[src/rtl/note_sequencer.sv]
// Note command FIFO and playback FSM feeding the tone generator.
// Drives period/enable for each queued note; supports gap, pause and flush.
module note_sequencer #(
    parameter int DEPTH      = 8,
    parameter int GAP_CYCLES = 0
) (
    input  logic                     clk,
    input  logic                     rst,
    input  logic                     in_valid,
    output logic                     in_ready,
    input  logic [23:0]              in_period,
    input  logic [23:0]              in_duration,
    input  logic                     play_en,
    input  logic                     flush,
    output logic [23:0]              tone_switch_period,
    output logic                     output_enable,
    output logic                     note_done,
    output logic                     busy,
    output logic [$clog2(DEPTH):0]   fifo_count
);

    localparam int AW = $clog2(DEPTH);
    localparam logic [AW:0] FULL_CNT = (AW+1)'(DEPTH);
    localparam logic [23:0] GAP_LEN  = 24'(GAP_CYCLES);

    typedef enum logic [1:0] {IDLE, PLAY, GAP} state_t;

    logic [47:0]   mem [DEPTH];
    logic [AW-1:0] wr_ptr, rd_ptr;
    logic [AW:0]   count;
    logic          full, empty, push, pop, load;

    state_t        state_q, state_d;
    logic [23:0]   rem_q, rem_d;
    logic [23:0]   gap_q, gap_d;
    logic [23:0]   period_q, period_d;
    logic          oe_q, oe_d;
    logic          done_q, done_d;

    logic [23:0]   head_p, head_d;
    logic          can_pop, last;

    assign full    = (count == FULL_CNT);
    assign empty   = (count == '0);
    assign push    = in_valid && !full && !flush;
    assign head_p  = mem[rd_ptr][47:24];
    assign head_d  = mem[rd_ptr][23:0];
    assign can_pop = play_en && !empty;
    assign last    = oe_q && (rem_q == 24'd1);

    always_ff @(posedge clk) begin
        if (push)
            mem[wr_ptr] <= {in_period, in_duration};
    end

    always_ff @(posedge clk or negedge rst) begin
        if (!rst) begin
            wr_ptr <= '0;
            rd_ptr <= '0;
            count  <= '0;
        end else if (flush) begin
            wr_ptr <= '0;
            rd_ptr <= '0;
            count  <= '0;
        end else begin
            if (push)
                wr_ptr <= wr_ptr + 1'b1;
            if (pop)
                rd_ptr <= rd_ptr + 1'b1;
            case ({push, pop})
                2'b10:   count <= count + 1'b1;
                2'b01:   count <= count - 1'b1;
                default: count <= count;
            endcase
        end
    end

    always_ff @(posedge clk or negedge rst) begin
        if (!rst) begin
            state_q  <= IDLE;
            rem_q    <= '0;
            gap_q    <= '0;
            period_q <= '0;
            oe_q     <= 1'b0;
            done_q   <= 1'b0;
        end else begin
            state_q  <= state_d;
            rem_q    <= rem_d;
            gap_q    <= gap_d;
            period_q <= period_d;
            oe_q     <= oe_d;
            done_q   <= done_d;
        end
    end

    // Zero-length notes are popped and dropped without ever playing.
    always_comb begin
        state_d = state_q;
        pop     = 1'b0;
        load    = 1'b0;
        case (state_q)
            IDLE: begin
                if (can_pop) begin
                    pop = 1'b1;
                    if (head_d != '0) begin
                        load    = 1'b1;
                        state_d = PLAY;
                    end
                end
            end
            PLAY: begin
                if (last) begin
                    if (GAP_CYCLES > 0) begin
                        state_d = GAP;
                    end else if (can_pop) begin
                        pop = 1'b1;
                        if (head_d != '0)
                            load = 1'b1;
                        else
                            state_d = IDLE;
                    end else begin
                        state_d = IDLE;
                    end
                end
            end
            GAP: begin
                if (play_en && gap_q <= 24'd1)
                    state_d = IDLE;
            end
            default: state_d = IDLE;
        endcase
        if (flush) begin
            state_d = IDLE;
            pop     = 1'b0;
            load    = 1'b0;
        end
    end

    // Enable is registered: it reflects play_en of the previous cycle.
    always_comb begin
        rem_d    = rem_q;
        gap_d    = gap_q;
        period_d = period_q;
        oe_d     = 1'b0;
        done_d   = 1'b0;
        if (load) begin
            period_d = head_p;
            rem_d    = head_d;
            oe_d     = 1'b1;
            done_d   = (head_d == 24'd1);
        end else begin
            case (state_q)
                PLAY: begin
                    if (!last) begin
                        if (oe_q)
                            rem_d = rem_q - 24'd1;
                        oe_d   = play_en;
                        done_d = play_en && (rem_d == 24'd1);
                    end else if (state_d == GAP) begin
                        gap_d = GAP_LEN;
                    end
                end
                GAP: begin
                    if (play_en && gap_q != '0)
                        gap_d = gap_q - 24'd1;
                end
                default: ;
            endcase
        end
        if (flush) begin
            rem_d    = '0;
            gap_d    = '0;
            period_d = '0;
            oe_d     = 1'b0;
            done_d   = 1'b0;
        end
    end

    assign in_ready           = !full;
    assign tone_switch_period = period_q;
    assign output_enable      = oe_q;
    assign note_done          = done_q;
    assign busy               = (state_q != IDLE) || !empty;
    assign fifo_count         = count;

endmodule

[config.mk]
export PLATFORM = sky130hd
export DESIGN_NAME = note_sequencer
export DESIGN_NICKNAME = d
export VERILOG_FILES = /design/src/rtl/note_sequencer.sv
export SDC_FILE = /design/constraint.sdc
export NUM_CORES = 1
export LEC_CHECK = 0
export ABC_AREA = 1
export CAP_MARGIN = 30
export CORE_ASPECT_RATIO = 0.7
export CORE_MARGIN = 10
export CORE_UTILIZATION = 29
export CTS_CLUSTER_DIAMETER = 120
export CTS_CLUSTER_SIZE = 24
export DETAILED_ROUTE_END_ITERATION = 10
export PLACE_DENSITY = 0.56
export SKIP_LAST_GASP = 1
export SYNTH_ARGS = -nofsm -noshare
export SYNTH_HDL_FRONTEND = slang
export SYNTH_SLANG_ARGS = --single-unit
[constraint.sdc]
create_clock -name clk -period 4.4 [get_ports clk]
set_input_delay 0.88 -clock clk [delete_from_list [all_inputs] [get_ports clk]]
set_output_delay 0.88 -clock clk [all_outputs]
set_load 0.01 [all_outputs]
======== Word-level counts from Yosys, hierarchy flattened ========
Memory sizes are Yosys's and may differ from the RTL's.
Index checks and enable logic that the tools add are counted.
storage, ports and cells
  word-level logic and storage cells ...... 104
  memories ................................ 1
  RAM bits ................................ 384
  bits in registers ....................... 86
cells by class
  add/sub/neg operators ................... 6
  reductions and logical operators ........ 24
  order comparisons ....................... 1
  multiplexer cells ....................... 49
  eq/ne operators ......................... 14
memory list
  memory  words  bits a word  rd ports  clocked after Yosys merged registers in  wr ports  line  source
  mem     8      48           1         0                                        1         28    logic [47:0] mem [DEPTH];
operator list
  kind                                                             count
  2-to-1 mux 24 bit                                                15
  == test 24 x 1 -> 1 bit, second input constant                   3
  one-hot mux 24 bit (2 select lines)                              1
  nonzero test 24 bit                                              2
  subtractor 24 x 1 -> 24 bit, second input constant               2
  less-or-equal comparator 24 x 1 -> 1 bit, second input constant  1
  2-to-1 mux 1 bit                                                 17
  2-to-1 mux 2 bit                                                 7
  2-to-1 mux 3 bit                                                 4
  != test 3 bit, second input constant                             4
  nonzero test 3 bit                                               3
  one-hot mux 4 bit (2 select lines)                               1
  nonzero test 2 bit                                               4
  logical AND 1 bit                                                7
  adder 3 x 1 -> 3 bit, second input constant                      2
  == test 2 bit, second input constant                             3
  one-hot mux 2 bit (3 select lines)                               1
  AND reduction 5 bit                                              1
  adder 4 x 1 -> 4 bit, second input constant                      1
  == test 2 x 1 -> 1 bit, second input constant                    2
  == test 4 bit, second input constant                             1
  zero test 4 bit                                                  1
  2-to-1 mux 4 bit                                                 1
  one-hot mux 1 bit (2 select lines)                               2
  other kinds (6)                                                  8

======== Depth between registers and ports, before layout ========
Gate-level depths: netlist of the first run.
  word-level depth ........................ 14
  depth in mapped cells ................... 20
  mapped depth without buffers ............ 16

======== Least setup slack after synthesis of the first run ========
No wires, ideal clock.
  path kind ............................... input -> register
  start point ............................. input flush
  end point ............................... memory mem[0][0] (enable)
  buffers on the path ..................... 1
  slack ................................... 0.465 ns
  required time ........................... 3.946 ns
  data arrival time ....................... 3.481 ns
  stages .................................. 4
  cell sequence ........................... clkbuf_1 > nor2_1 > nand2_1 > nor2_1
between the ends
  longest elaborated chain between the ends .. 4
RTL lines
  what                                    line  source
  start, declared                         14    input logic flush,
  zero test 1 bit                         45    assign push = in_valid && !full && !flush;
  logical AND 1 bit                       45
  2-to-1 mux 1 bit                        52    if (push)
  2-to-1 mux 1 bit (implied by the code)  53    mem[wr_ptr] <= {in_period, in_duration};
  end, declared                           28
No other way between the ends.

======== Worst setup path after layout of the first run ========
  start point ............................. register rd_ptr[0]
  end point ............................... register rem_q[6]
between the ends
  longest elaborated chain between the ends .. 9
  elaborated cells on any way between the ends .. 12
RTL lines
  what                                                                              line      source
  start, declared                                                                   29        logic [AW-1:0] wr_ptr, rd_ptr;
  start signal, assigned                                                            69        rd_ptr <= rd_ptr + 1'b1;
  memory (8 x 48 bit) *                                                             n/a
  nonzero test 24 bit                                                               105, 117
  2-to-1 mux 1 bit                                                                  105, 117
  2-to-1 mux 1 bit                                                                  115       end else if (can_pop) begin
  2-to-1 mux 1 bit                                                                  112       if (last) begin
  one-hot mux 1 bit (2 select lines)                                                101       case (state_q)
  2-to-1 mux 1 bit                                                                  132       if (flush) begin
  != test 3 bit (no source line), or another cell as far along                      n/a
  AND reduction 2 bit (no source line) / 2-to-1 mux 24 bit (equally long branches)  n/a
  end signal, assigned                                                              88        rem_q <= rem_d;
  end, declared                                                                     34        logic [23:0] rem_q, rem_d;
Every way passes the cells marked *; elsewhere a longest branch is shown, timed or not.
A chain may end at the register's enable or synchronous reset.

==> results of run 1 <==
routing by layer:
layer  GRT usage (%)  vias to the layer above
li1                -                     6783
met1            19.5                     6880
met2            20.0                      397
met3            3.12                       56
met4            1.77                       14
met5               0                        -
cell usage after synthesis:
| cell | number |
|---|---|
| o211ai_1 | 1 |
| nor2_2 | 3 |
| a22o_1 | 1 |
| o31ai_1 | 1 |
| nor2_1 | 160 |
| xnor2_1 | 1 |
| nand4_1 | 40 |
| o21ai_1 | 35 |
| buf_2 | 20 |
| nor4_1 | 4 |
| inv_2 | 3 |
| nor3_1 | 25 |
| ha_1 | 8 |
| or2_2 | 2 |
| nand2_4 | 3 |
| edfxtp_1 | 384 |
| buf_4 | 5 |
| a21oi_4 | 1 |
| a31oi_1 | 4 |
| a221oi_1 | 48 |
| nand3_1 | 143 |
| buf_1 | 16 |
| nor2_4 | 2 |
| o21a_1 | 1 |
| a21oi_1 | 118 |
| o22ai_1 | 1 |
| clkbuf_1 | 49 |
| dfrtp_1 | 86 |
| inv_1 | 166 |
| fa_1 | 1 |
| nand2_1 | 553 |
| nand2_2 | 1 |
| o21ai_0 | 40 |
| xor2_1 | 13 |
| nand3b_1 | 4 |
| and3_1 | 6 |
| buf_6 | 10 |
| nor3b_1 | 1 |
worst max-delay path: stages, from the launching register on:
cell and delay, ps:
dfrtp_4 660, buf_4 520, nand2_1 110, nand3_1 100
nand3_1 170, nand2_1 150, nand2_1 60, nor2_1 80
nand2_1 70, nor2_2 210, nand2_4 90, nand2_4 200
buf_4 280, nand2_2 90, nor2_4 400, nand2_1 100
nand2_1 80
power by group through the flow:
stage	clock, mW	sequential (mW)	combinational (mW)
final	2.43	5.45	3.56
after global routing	2.66	5.50	4.00
after CTS	2.49	5.45	3.55
after detailed placement	0	5.54	3.54
after global placement	0	5.53	3.50
after floorplan	0	5.45	2.42
worst paths after layout:
kind | to | slack, ps | cells past startpoint
min in group clk | state_q[0]$_DFF_PN0_ | 480 | 1
worst max register to register | rem_q[6]$_DFFE_PN0P_ | 940 | 16
worst min register to register | state_q[0]$_DFF_PN0_ | 480 | 1
max in group asynchronous | tone_switch_period[2]$_DFFE_PN0P_ | 3350 | 3
worst max-delay path | rem_q[6]$_DFFE_PN0P_ | 940 | 16
worst min-delay path | rem_q[21]$_DFFE_PN0P_ | 290 | 2
sequential cells by signal, indices dropped and copies added (netlist names):
register	flops
output_enable	1
gap_q	24
rem_q	24
wr_ptr	3
fifo_count	4
mem	384
rd_ptr	3
tone_switch_period	24
note_done	1
state_q	2
metrics by stage:
stage                     area, um2  setup slack (ps)
final                         23200               941
after global routing          23200               671
after floorplan               20500               465
after global placement        22500               965
after CTS                     23200               969
after detailed placement      22500               881
area by class of cell:
cell class | instances | area share [%]
Tap cell | 913 | 4.93
Clock inverter | 2 | 0.135
Inverter | 169 | 2.76
Multi-Input combinational cell | 1221 | 24.7
Timing Repair Buffer | 121 | 5.66
Clock buffer | 39 | 2.74
Sequential cell | 470 | 59.1
cells by family after synthesis:
family	synth area share, %
DFF	66.8
adders and majority gates	0.586
buffers and inverters	5.51
xor gates and xnor gates	0.599
and+or+nand+nor	19.3
AOI/OAI and AO/OA	7.15
==> impl_metrics.yaml, run 1 <==
timing:
  tightest_slew_ps: 891
  setup_tns_ps: 0
  slew_headroom_pct: 40.6
  slew_viol_final: 0
  rsz0062_at_grt: "false"
  hold_viol_final: 0
  fin_crit_ps: 3460
  fin_worst_skew_ps: 31.1
  setup_violations: 0
  fin_crit_sh_pct: 78.6
  fmax_mhz: 289
  hold_ws_ps: 287
clock_tree:
  clk_latency_ps: 590
  htree_levels: 1
  holdBufCountCts: 0
  clock-sinks: 470
  cts_resized: 0
  path_clk_slew_ps: 110
  cts_tree: "yes"
  cts_made_buffers: 23
  cts.path.max_buffers: 3
  cts_setup_buffers: 0
  clockRootBuffer: "clkbuf_16"
finish:
  seqCellArea_um2: 13700
  layout.nets: 2068
  fill_cells: 6953
  postLayoutCoreUtil_pct: 33.2
  multiInputGateArea_um2: 5730
  antenna_cells: 0
  final_cell_mix: "nand2_1, edfxtp_1, inv_1"
  syn2layout_area_growth_pct: 13.2
  final_common_cell: "nand2_1"
  layoutNonFillerInstCount: 2935
  drive_above_1_share_pct: 4.45
synth:
  synthTopCellsByArea: "edfxtp_1, dfrtp_1, nand2_1"
  yosysTopAreaCell: "edfxtp_1"
  synthCells: 1960
  netlist_area_um2: 20500
  syn-mean-instance-area_um2: 10.4
  synth-seq-cells: 470
  ys_seq_area_share_pct: 66.8
  synth.net_count: 2022
  yosysUniqueCellTypes: 38
  ys.warnings.count: 0
  yosys.area.top_type_share_pct: 56.3
floorplanning:
  fp.dieH_um: 242
  coreArea_um2: 69900
  die_area_um2: 81800
  ios: 85
  initial_core_util_pct: 29.3
  rows: 81
  die_w_um: 338
grt:
  first_global_vias: 13400
  grt.overflow.total: 0
  grt_max_degree: 98
  grt_pass1_wl_um: 85100
  antenna_found_initial: 7
  track_usage_pct: 13.2
critical_path:
  criticalPathCategory: "flip-flop to flip-flop"
  cp.arrival_ps: 3980
  crit_fanout: 43
  cp-start-kind: "flip-flop"
  rr_startpoint: "rd_ptr[0]$_DFFE_PN0P_"
  cp-end-kind: "flip-flop"
  crit_required_ps: 4920
  cp-startpoint: "rd_ptr[0]$_DFFE_PN0P_"
drt:
  detail_route.wl_per_cell_um: 19.0
  highest_layer: "met5"
  drtAntennaViolNets: 0
  wl_met3_um: 4160
  drt-met1-wl_um: 26600
  met2_length_um: 24100
  routed_wl_um: 55700
  drt_iter0_markers: 1359
  vias: 14100
  viasPerCell: 4.81
  drtPass1Iterations: 5
  drc: 0
placement:
  place_hpwl_um: 33000
  place.gp.congestion: 0.886
  dp.cells: 2893
  portBuffers: 84
power_and_ir_drop:
  swShare_pct: 36.0
  seqPwrFrac_pct: 47.6
  clockPowerShare_pct: 21.2
  power.total_mw: 11.4
  p_comb_share_pct: 31.1
  power_switching_mw: 4.12
  p_int_mw: 7.33
  ir_drop_mv: 0.273
  p_leak_nw: 9.21
  p_per_area_nw_per_um2: 494
outcome:
  status: "completed"
hold_path:
  min_path_type: "input port to asynchronous set/reset pin"
run:
  drv_cap: 0
Note: power is estimated with default switching activity, not from simulation.
==> run 2: changes to the inputs <==
--- a/config.mk
+++ b/config.mk
@@ -13,7 +13,7 @@
 export CTS_CLUSTER_DIAMETER = 120
 export CTS_CLUSTER_SIZE = 24
 export DETAILED_ROUTE_END_ITERATION = 10
-export PLACE_DENSITY = 0.56
+export PLACE_DENSITY = 0.58
 export SKIP_LAST_GASP = 1
 export SYNTH_ARGS = -nofsm -noshare
 export SYNTH_HDL_FRONTEND = slang
==> constraint.sdc (replaced) <==
create_clock -name clk -period 3 [get_ports clk]
set_input_delay 0.6 -clock clk [delete_from_list [all_inputs] [get_ports clk]]
set_output_delay 0.6 -clock clk [all_outputs]
set_load 0.01 [all_outputs]
==> impl_metrics.yaml, run 2 (synthesis gave the netlist of run 1 again) <==
outcome:
  status: "completed"
floorplanning:
  initial_core_util_pct: 29.3
  die_w_um: 338
  rows: 81
  fp.dieH_um: 242
  coreArea_um2: 69900
  ios: 85
  die_area_um2: 81800
grt:
  first_global_vias: 13800
  grt.overflow.total: 0
  grt_pass1_wl_um: 84800
  track_usage_pct: 13.1
  grt_max_degree: 62
  antenna_found_initial: 7
timing:
  fin_worst_skew_ps: 29.6
  slew_headroom_pct: 51.0
  setup_violations: 0
  hold_ws_ps: 42.5
  fin_crit_sh_pct: 93.7
  fmax_mhz: 356
  slew_viol_final: 0
  fin_crit_ps: 2810
  rsz0062_at_grt: "false"
  tightest_slew_ps: 735
  hold_viol_final: 0
  setup_tns_ps: 0
power_and_ir_drop:
  ir_drop_mv: 0.535
  swShare_pct: 35.4
  p_per_area_nw_per_um2: 725
  p_comb_share_pct: 32.3
  seqPwrFrac_pct: 46.4
  p_int_mw: 11.0
  power_switching_mw: 6.05
  clockPowerShare_pct: 21.3
  power.total_mw: 17.1
  p_leak_nw: 9.44
finish:
  top_register: "mem"
  drive_above_1_share_pct: 6.35
  largest_register_ffs: 384
  layoutNonFillerInstCount: 2976
  final_common_cell: "nand2_1"
  syn2layout_area_growth_pct: 15.2
  postLayoutCoreUtil_pct: 33.7
  final_cell_mix: "nand2_1, edfxtp_1, inv_1"
  layout.nets: 2107
critical_path:
  cp-end-kind: "flip-flop"
  slowest_delay_ps: 530
  cp-start-kind: "flip-flop"
  cpMostUsedCell: "nand2_1"
  crit_fanout: 34
  worst_path_max_delay_cell: "dfrtp_4"
  cp.arrival_ps: 3350
  cp_cell_sequence: "inv_6 > buf_6 > nand2_1 > nand3_1 > nand3_1 > nand2_1 > nand2_1 > nor2_1 > nand2_1 > nor2_2 > nand2_4 > nand2_4 > buf_6 > nand2_2 > nor2_4 > buf_12 > nand2_1 > nand2_1"
  crit_required_ps: 3530
  criticalPathCategory: "flip-flop to flip-flop"
  regToRegSetupSlack_ps: 190
clock_tree:
  clk_latency_ps: 600
  cts_setup_buffers: 0
  cts_tree: "yes"
  clock-sinks: 470
  cts_resized: 0
  cts.path.max_buffers: 3
  htree_levels: 1
  holdBufCountCts: 0
  clockRootBuffer: "clkbuf_16"
  path_clk_slew_ps: 110
  cts_made_buffers: 23
placement:
  dp.cells: 2932
  place.gp.congestion: 0.894
  portBuffers: 84
  place_hpwl_um: 34200
drt:
  detail_route.wl_per_cell_um: 18.7
  drtPass1Iterations: 5
  routed_wl_um: 55600
  drc: 0
  viasPerCell: 4.83
  drt_iter0_markers: 1429
  drtAntennaViolNets: 0
  vias: 14400
run:
  drv_cap: 0
hold_path:
  min_path_type: "input port to asynchronous set/reset pin"
[run 2: layout make-up]
type / count / area (um2)
diodes: 1 / 2.50
clock buffers: 39 / 636
clock inverters: 3 / 58.8
fillers: 6879 / 46300
inverters: 169 / 639
multi-input cells: 1222 / 5740
flip-flops and latches: 470 / 13700
well taps: 913 / 1140
repair buffers: 159 / 1670
[run 2: path summary, 6_finish.rpt]
path,startpoint,endpoint,cells after the start
max reg2reg,rd_ptr[0]$_DFFE_PN0P_,rem_q[4]$_DFFE_PN0P_,18
min in group clk,state_q[1]$_DFF_PN0_,state_q[0]$_DFF_PN0_,1
max in group asynchronous,rst,rem_q[22]$_DFFE_PN0P_,2
min reg2reg,state_q[1]$_DFF_PN0_,state_q[0]$_DFF_PN0_,1
max,rd_ptr[0]$_DFFE_PN0P_,rem_q[4]$_DFFE_PN0P_,18
min,rst,fifo_count[2]$_DFFE_PN0P_,1
[run 2: per-layer routing]
metal	wire length [um]	vias to the layer above	GRT usage (%)
met4	1060	12	2.51
met2	24500	453	20.3
met1	25600	6970	18.5
met5	70	-	0
met3	4330	73	3.20
li1	-	6867	-
[run 2: critical path, delay by kind of cell (launching register included)]
family	cells	cell delay [ps]
and+or+nand+nor	14	1360
buffers and inverters	4	860
DFF	1	530
[run 2: power groups by stage]
stage                     combinational (mW)  sequential [mW]  clock [mW]
after CTS                               5.48             7.92        3.73
after floorplan                         3.55             8.00           0
after detailed placement                5.46             8.06           0
after global placement                  5.39             8.05           0
final                                   5.52             7.93        3.65
after global routing                    6.19             7.99        3.97
[run 2: metrics by stage]
step	setup slack [ps]	area (um2)
finish	189	23600
global placement	60.5	22900
CTS	44.1	23600
global route	0.357	23600
floorplan	-655	20500
detailed placement	58.4	22900
